<file path="config.mk">
export PLATFORM = sky130hd
export DESIGN_NAME = mm_out_accum
export DESIGN_NICKNAME = d
export VERILOG_FILES = /design/src/rtl/mm_pkg.sv /design/src/rtl/mm_lane_sat_add.sv /design/src/rtl/mm_out_accum.sv
export SDC_FILE = /design/constraint.sdc
export NUM_CORES = 2
export LEC_CHECK = 0
export BUFFER_PORTS_ARGS = -buffer_cell sky130_fd_sc_hd__buf_2
export CAP_MARGIN = 15
export CORE_AREA = 5 5 629 631
export DETAILED_ROUTE_END_ITERATION = 16
export DIE_AREA = 0 0 634 636
export PLACE_DENSITY = 0.45
export SLEW_MARGIN = 20
export SYNTH_ARGS = -nofsm -noshare
export SYNTH_HDL_FRONTEND = slang
export SYNTH_SLANG_ARGS = --single-unit
</file>
<file path="constraint.sdc">
create_clock -name clk -period 72.4 [get_ports clk]
set_input_delay 14.48 -clock clk [delete_from_list [all_inputs] [get_ports clk]]
set_output_delay 14.48 -clock clk [all_outputs]
set_load 0.02 [all_outputs]
</file>
<file path="src/rtl/mm_pkg.sv">
// Shared constants and the int32 saturating adder for the MM output path.
// Lane geometry, buffer address width and saturation limits live here.
package mm_pkg;

    localparam int MM_DATA_W     = 512;
    localparam int MM_LANE_W     = 32;
    localparam int MM_LANES      = MM_DATA_W / MM_LANE_W;
    localparam int MM_OUT_ADDR_W = 11;
    localparam int MM_CNT_W      = 24;

    localparam logic [31:0] SAT_MAX = 32'h7FFF_FFFF;
    localparam logic [31:0] SAT_MIN = 32'h8000_0000;

    // Overflow only when both operands share a sign the sum does not.
    function automatic logic [31:0] sat_add(
        input logic [31:0] a,
        input logic [31:0] b
    );
        logic [31:0] s;
        s = a + b;
        if ((a[31] == b[31]) && (s[31] != a[31])) begin
            s = a[31] ? SAT_MIN : SAT_MAX;
        end
        return s;
    endfunction

endpackage

</file>
<file path="src/rtl/mm_lane_sat_add.sv">
// One int32 lane: saturating op + psum, then optional ReLU.
// Purely combinational; the top instantiates one per lane.
module mm_lane_sat_add
    import mm_pkg::*;
(
    input  logic [MM_LANE_W-1:0] op,
    input  logic [MM_LANE_W-1:0] psum,
    input  logic                 relu,
    output logic [MM_LANE_W-1:0] result
);

    logic [MM_LANE_W-1:0] sum;

    // Saturate first, then clamp negatives when ReLU applies.
    always_comb begin
        sum    = sat_add(op, psum);
        result = (relu && sum[MM_LANE_W-1]) ? '0 : sum;
    end

endmodule

</file>
<file path="src/rtl/mm_out_accum.sv">
// Read-modify-write accumulator into the output feature buffer.
// Three-stage pipe with S2/W forwarding and a completed-output counter.
module mm_out_accum
    import mm_pkg::*;
#(
    parameter int DATA_W = MM_DATA_W,
    parameter int LANE_W = MM_LANE_W,
    parameter int ADDR_W = MM_OUT_ADDR_W,
    parameter int CNT_W  = MM_CNT_W
) (
    input  logic              clk,
    input  logic              rst,
    input  logic              start,
    input  logic [CNT_W-1:0]  total_out,
    input  logic              relu_en,
    input  logic              in_valid,
    output logic              in_ready,
    input  logic [DATA_W-1:0] in_data,
    input  logic [ADDR_W-1:0] in_addr,
    input  logic              in_first,
    input  logic              in_last,
    output logic              buf_rd_en,
    output logic [ADDR_W-1:0] buf_rd_addr,
    input  logic [DATA_W-1:0] buf_rd_data,
    output logic              buf_wr_en,
    output logic [ADDR_W-1:0] buf_wr_addr,
    output logic [DATA_W-1:0] buf_wr_data,
    output logic              busy,
    output logic              done
);

    localparam int LANES = DATA_W / LANE_W;

    logic              busy_q;
    logic              relu_q;
    logic              zero_done_q;
    logic [CNT_W-1:0]  total_q;
    logic [CNT_W-1:0]  cnt_q;

    logic              s1_valid;
    logic              s1_first;
    logic              s1_last;
    logic [ADDR_W-1:0] s1_addr;
    logic [DATA_W-1:0] s1_data;

    logic              s2_valid;
    logic              s2_last;
    logic [ADDR_W-1:0] s2_addr;
    logic [DATA_W-1:0] s2_data;

    logic              w_valid;
    logic [ADDR_W-1:0] w_addr;
    logic [DATA_W-1:0] w_data;

    logic              accept;
    logic              s1_relu;
    logic              done_cnt;
    logic [DATA_W-1:0] operand;
    logic [DATA_W-1:0] result;

    // A beat arriving together with start belongs to the old job.
    assign accept      = in_valid & busy_q & ~start;
    assign in_ready    = busy_q;
    assign busy        = busy_q;

    assign buf_rd_en   = accept & ~in_first;
    assign buf_rd_addr = buf_rd_en ? in_addr : '0;

    assign buf_wr_en   = s2_valid;
    assign buf_wr_addr = s2_addr;
    assign buf_wr_data = s2_data;

    assign s1_relu     = s1_last & relu_q;

    assign done_cnt    = busy_q & s2_valid & s2_last
                       & ((cnt_q + CNT_W'(1)) == total_q);
    assign done        = zero_done_q | done_cnt;

    // Operand select: S2 is newest, W covers the read-first RAM lag.
    always_comb begin
        if (s1_first) begin
            operand = '0;
        end else if (s2_valid && (s2_addr == s1_addr)) begin
            operand = s2_data;
        end else if (w_valid && (w_addr == s1_addr)) begin
            operand = w_data;
        end else begin
            operand = buf_rd_data;
        end
    end

    for (genvar g = 0; g < LANES; g++) begin : g_lane
        mm_lane_sat_add u_lane (
            .op     (operand[g*LANE_W +: LANE_W]),
            .psum   (s1_data[g*LANE_W +: LANE_W]),
            .relu   (s1_relu),
            .result (result[g*LANE_W +: LANE_W])
        );
    end

    // Job config, busy flag and completed-output counter.
    always_ff @(posedge clk or posedge rst) begin
        if (rst) begin
            busy_q      <= 1'b0;
            relu_q      <= 1'b0;
            zero_done_q <= 1'b0;
            total_q     <= '0;
            cnt_q       <= '0;
        end else if (start) begin
            busy_q      <= (total_out != '0);
            relu_q      <= relu_en;
            zero_done_q <= (total_out == '0);
            total_q     <= total_out;
            cnt_q       <= '0;
        end else begin
            zero_done_q <= 1'b0;
            if (busy_q && s2_valid && s2_last) begin
                cnt_q <= cnt_q + CNT_W'(1);
            end
            if (done_cnt) begin
                busy_q <= 1'b0;
            end
        end
    end

    // Stage valids; start flushes whatever is in flight.
    always_ff @(posedge clk or posedge rst) begin
        if (rst) begin
            s1_valid <= 1'b0;
            s2_valid <= 1'b0;
            w_valid  <= 1'b0;
        end else if (start) begin
            s1_valid <= 1'b0;
            s2_valid <= 1'b0;
            w_valid  <= 1'b0;
        end else begin
            s1_valid <= accept;
            s2_valid <= s1_valid;
            w_valid  <= s2_valid;
        end
    end

    // Stage payloads: S1 captures the beat, S2 the sum, W the last write.
    always_ff @(posedge clk or posedge rst) begin
        if (rst) begin
            s1_first <= 1'b0;
            s1_last  <= 1'b0;
            s1_addr  <= '0;
            s1_data  <= '0;
            s2_last  <= 1'b0;
            s2_addr  <= '0;
            s2_data  <= '0;
            w_addr   <= '0;
            w_data   <= '0;
        end else begin
            s1_first <= in_first;
            s1_last  <= in_last;
            s1_addr  <= in_addr;
            s1_data  <= in_data;
            s2_last  <= s1_last;
            s2_addr  <= s1_addr;
            s2_data  <= result;
            w_addr   <= s2_addr;
            w_data   <= s2_data;
        end
    end

endmodule

</file>
; ---- Word-level counts from Yosys, hierarchy flattened
; Index checks and enable logic that the tools add are counted.
[classes]
add_sub_neg = 17
eq_ne = 35
n_mux = 60
bitwise = 10
reduce_logical = 40
[op_table]
columns = operator, n
row1 = 32-bit two-way mux, 48
row2 = 512-bit two-way mux, 3
row3 = 32-bit adder, 16
row4 = 24-bit two-way mux, 2
row5 = 1-bit logical AND, 36
row6 = "24-bit by 1-bit adder with 24-bit output, second input constant", 1
row7 = 24-bit equality test, 1
row8 = 24-bit logical NOT, 1
row9 = 24-bit nonzero test, 1
row10 = 11-bit equality test, 2
row11 = 1-bit equality test, 16
row12 = 1-bit inequality test, 16
row13 = 11-bit two-way mux, 1
row14 = 1-bit AND, 7
row15 = 1-bit two-way mux, 6
row16 = 2-bit nonzero test, 2
row17 = 1-bit inverter, 2
row18 = 1-bit OR, 1
[word_totals]
ff_bits = 1626
input_bits = 1066

; ---- Longest topological paths before layout
[depth]
depth_word = 11
ltp_mapped = 23

; ---- Cells and area by module
; From an unflattened synthesis, not the netlist that was laid out.
[unflattened]
hier_cells = 8430
area_unflattened_um2 = 88885.2
[modules_own_cells]
columns = mod, instances, cells_each, area_each_um2
row1 = mm_out_accum, 1, 3712, 54815.1
row2 = mm_lane_sat_add at g_lane[0].u_lane ..., 7, 287, 2119.5
row3 = mm_lane_sat_add at g_lane[1].u_lane ..., 6, 301, 2164.6
row4 = mm_lane_sat_add at g_lane[4].u_lane ..., 3, 301, 2082.0

; ---- Least setup slack after synthesis
; No wires, ideal clock.
[synth_timing]
path_kind = in2out
startpoint = input in_valid
endpoint = output buf_rd_addr[1]
arrival_time_ns = 15.369
required_ns = 57.920
setup_slack_ns = 42.551
cell_stages = 4
cell_sequence = nand2_1 > nor3_1 > clkbuf_1 > and2_1
[synth_between]
elab_chain_len = 4
[synth_rtl]
columns = item, line_no
row1 = start: declaration, mm_out_accum.sv:16  ; input logic in_valid,
row2 = 1-bit AND (2 in a row), mm_out_accum.sv:62  ; assign accept = in_valid & busy_q & ~start;
row3 = 1-bit AND, mm_out_accum.sv:66  ; assign buf_rd_en = accept & ~in_first;
row4 = named net buf_rd_en, mm_out_accum.sv:22  ; output logic buf_rd_en,
row5 = 11-bit two-way mux, mm_out_accum.sv:67  ; assign buf_rd_addr = buf_rd_en ? in_addr : '0;
row6 = end: declaration, mm_out_accum.sv:23  ; output logic [ADDR_W-1:0] buf_rd_addr,
; The timed path passes the listed nets, and every way through them passes these cells.

; ---- Final worst setup path
[layout_timing]
startpoint = input start
endpoint = output buf_rd_addr[8]
[layout_between]
elab_chain_len = 4
[layout_rtl]
columns = item, line_no
row1 = start: declaration, mm_out_accum.sv:13  ; input logic start,
row2 = 1-bit inverter, mm_out_accum.sv:62
row3 = 1-bit AND, mm_out_accum.sv:62
row4 = 1-bit AND, mm_out_accum.sv:66
row5 = 11-bit two-way mux, mm_out_accum.sv:67
; No other way between the ends.

==> flow_summary.toml <==
[timing]
rsz0062_at_grt = "false"
tightest_slew_ns = 1.047
fin_ws_ns = 41.94
worst_clock_skew_ns = 0.07056
fmax_ghz = 0.03283
period_share_pct = 42.07
post-route-min-period_ns = 30.46
whs_ns = 0.3523
final_max_slew_viol_count = 0
hold_viol = 0
fin_setup_tns_ns = 0
worst_slew_margin_rel_pct = 29.80
setup_violations = 0

[die]
rows = 229
die_h_um = 636
die_x_um = 634
start_util_pct = 21.57
core_area_um2 = 388500
ios = 1605
die_area_um2 = 403200

[worst_hold_path]
min_to = "w_data[384]"
holdPathStages = 0
holdCritStartpoint = "buf_wr_data[384]"
hold_class = "flop to flop"

[grt]
grt.overflow.total = 0
grt_usage_pct = 19.11
grtUsageMet2_pct = 31.86
busiest_layer = "met2"
grt_max_degree = 151
grt_first_pass_wirelength_mm = 556.1
grt_pass1_vias = 69943
use_met3_pct = 4.265
antenna_found_initial = 296
grt_use_met1_pct = 22.79

[outcome]
outcome = "completed"

[final_layout]
final_cell_mix = "dfrtp_1, buf_2, nor2_1, a21oi_1, a211oi_1"
layout_commonest_cell = "dfrtp_1"
fin_nets = 10948
synthToLayoutAreaGrowth_pct = 25.53
layout-drive-gt1-share_pct = 22.92

[yosys]
synth_seq_area_share_pct = 48.55
ys_ff_latch = 1626
synth_top_area_share_pct = 48.55
synth_top_area_cell = "dfrtp_1"
synth_cell_types = 107
yosysWarnings = 0
synth_nets = 9476
async_flop_share_pct = 100.0
syn-cell-area_um2 = 83810
synth_edf_count = 0
synth_cells = 7897
synth_ff_type = "dfrtp_1"
syn_avg_cell_area_um2 = 10.61
synth.area.top_cells = "dfrtp_1, ha_1, mux2i_1"

[place]
gp_congestion = 0.8994
io_buffers = 1604
pre_cts_ws_ns = 41.54
hpwl_mm = 315.8

[route]
drc = 0
via_per_inst = 4.681
drt_iter0_markers = 4755
vias = 69797
ant_nets = 0
wl_per_cell_um = 27.01
wirelength_mm = 402.7
dr.pass1.iters = 8

[clock_network]
cts_buffer_depth = 4
postCtsSetupRepairBufs = 0
cts_resized = 0
htreeDepth = 4
cts_tree = "yes"
root_buffer = "clkbuf_16"
clk-insertion-delay-late_ns = 0.94
cts_buffers = 211
clk_pin_slew_ns = 0.06
cts_hold_buf = 0
clock-sinks = 1626

[setup_path]
crit_path_end_kind = "output pin"
rrSetupSlack_ns = 63.92
critPathKind = "input port to output pin"
timing.rr.start = "s1_addr[2]"
ff2ff_path_depth = 20
startpoint_type = "input port"
reg2reg_to = "buf_wr_data[166]"
worst-path-max-fanout = 56
cp.required_ns = 57.92
arrival_ns = 15.98

[pwr]
power_leakage_nw = 46.64
power.density_nw_per_um2 = 26.90
max-vdd-ir-drop_mv = 0.02344
total_power_mw = 2.830

[flow_run]
maxCapViolCount = 0
[logic make-up after synthesis]
logic type / after synthesis / share of synthesized area, %
buf+inv: 524 / 2.610
compound gates: 2514 / 20.05
xor+xnor: 502 / 5.246
simple gates: 1668 / 9.112
mux: 547 / 6.587
fa+ha+maj: 516 / 7.840
flops: 1626 / 48.55
[synthesized netlist by cell type (50+ instances only)]
library cell and count:
mux2i_1 516, and3_1 50, ha_1 497, nand3_1 91, xor2_1 245, nor2b_1 55, inv_1 95, a31oi_1 57
a21o_1 282, o21ai_0 261, nand2_1 270, a211oi_1 652, clkbuf_1 293, buf_2 101, nand2b_1 56, nand4_1 68
o211ai_1 62, dfrtp_1 1626, o21bai_1 57, o21a_1 90, a21oi_1 757, and2_1 52, nor2_1 817, nor3_1 84
xnor2_1 257
[sequential cells by signal, summed over array words and instances, names as in the netlist]
| signal | cells |
|---|---|
| buf_wr_addr | 11 |
| buf_wr_data | 512 |
| buf_wr_en | 1 |
| busy | 1 |
| cnt_q | 24 |
| relu_q | 1 |
| s1_addr | 11 |
| s1_data | 512 |
| s1_first | 1 |
| s1_last | 1 |
| s1_valid | 1 |
| s2_last | 1 |
| total_q | 24 |
| w_addr | 11 |
| w_data | 512 |
| w_valid | 1 |
| zero_done_q | 1 |
[stage by stage]
stage / area [um2] / instances / util, %
2_1_floorplan: 83810 / 7897 / -
3_3_place_gp: 97470 / 14353 / 25.09
4_1_cts: 104800 / 14740 / 26.96
6_report: 105200 / 14911 / 27.08
5_1_grt: 105100 / 14861 / 27.04
3_5_place_dp: 97470 / 14353 / 25.09
[metal layers]
metal | vias to the layer above | share of wire (%)
met3 | 823 | 6.0
met5 | - | 0.12
met1 | 34520 | 40
li1 | 32107 | -
met4 | 74 | 5.6
met2 | 2273 | 48
[power by group]
group | switching [mW] | total, mW | internal [mW]
sequential | 0.0982 | 1.14 | 1.05
combinational | 0.369 | 0.567 | 0.197
clock | 0.454 | 1.12 | 0.665
[area by class of cell]
| class | instances | area, um2 |
|---|---|---|
| antenna | 171 | 427.9 |
| clock buffer | 300 | 6090 |
| clock inverter | 87 | 1202 |
| fill | 41456 | 283300 |
| inverter | 95 | 364.1 |
| multi-input combinational | 5747 | 41090 |
| sequential | 1626 | 40690 |
| tap | 5197 | 6502 |
| timing repair buffer | 1688 | 8833 |
[worst max path at each step]
stage          startpoint              to  slack (ns)
2_1_floorplan         rst  buf_wr_addr[0]       12.04
3_3_place_gp        start  buf_rd_addr[8]       41.52
3_5_place_dp        start  buf_rd_addr[8]       41.54
4_1_cts             start  buf_rd_addr[8]       41.53
5_1_grt             start  buf_rd_addr[8]       41.77
6_report            start  buf_rd_addr[8]       41.94
[worst max-delay path, cell delays in order]
cell and delay (ns):
buf_2 0.10, buf_4 0.30, nor3_2 0.61, and2_1 0.23, buf_2 0.23
Power figures use the tool's default switching activity.
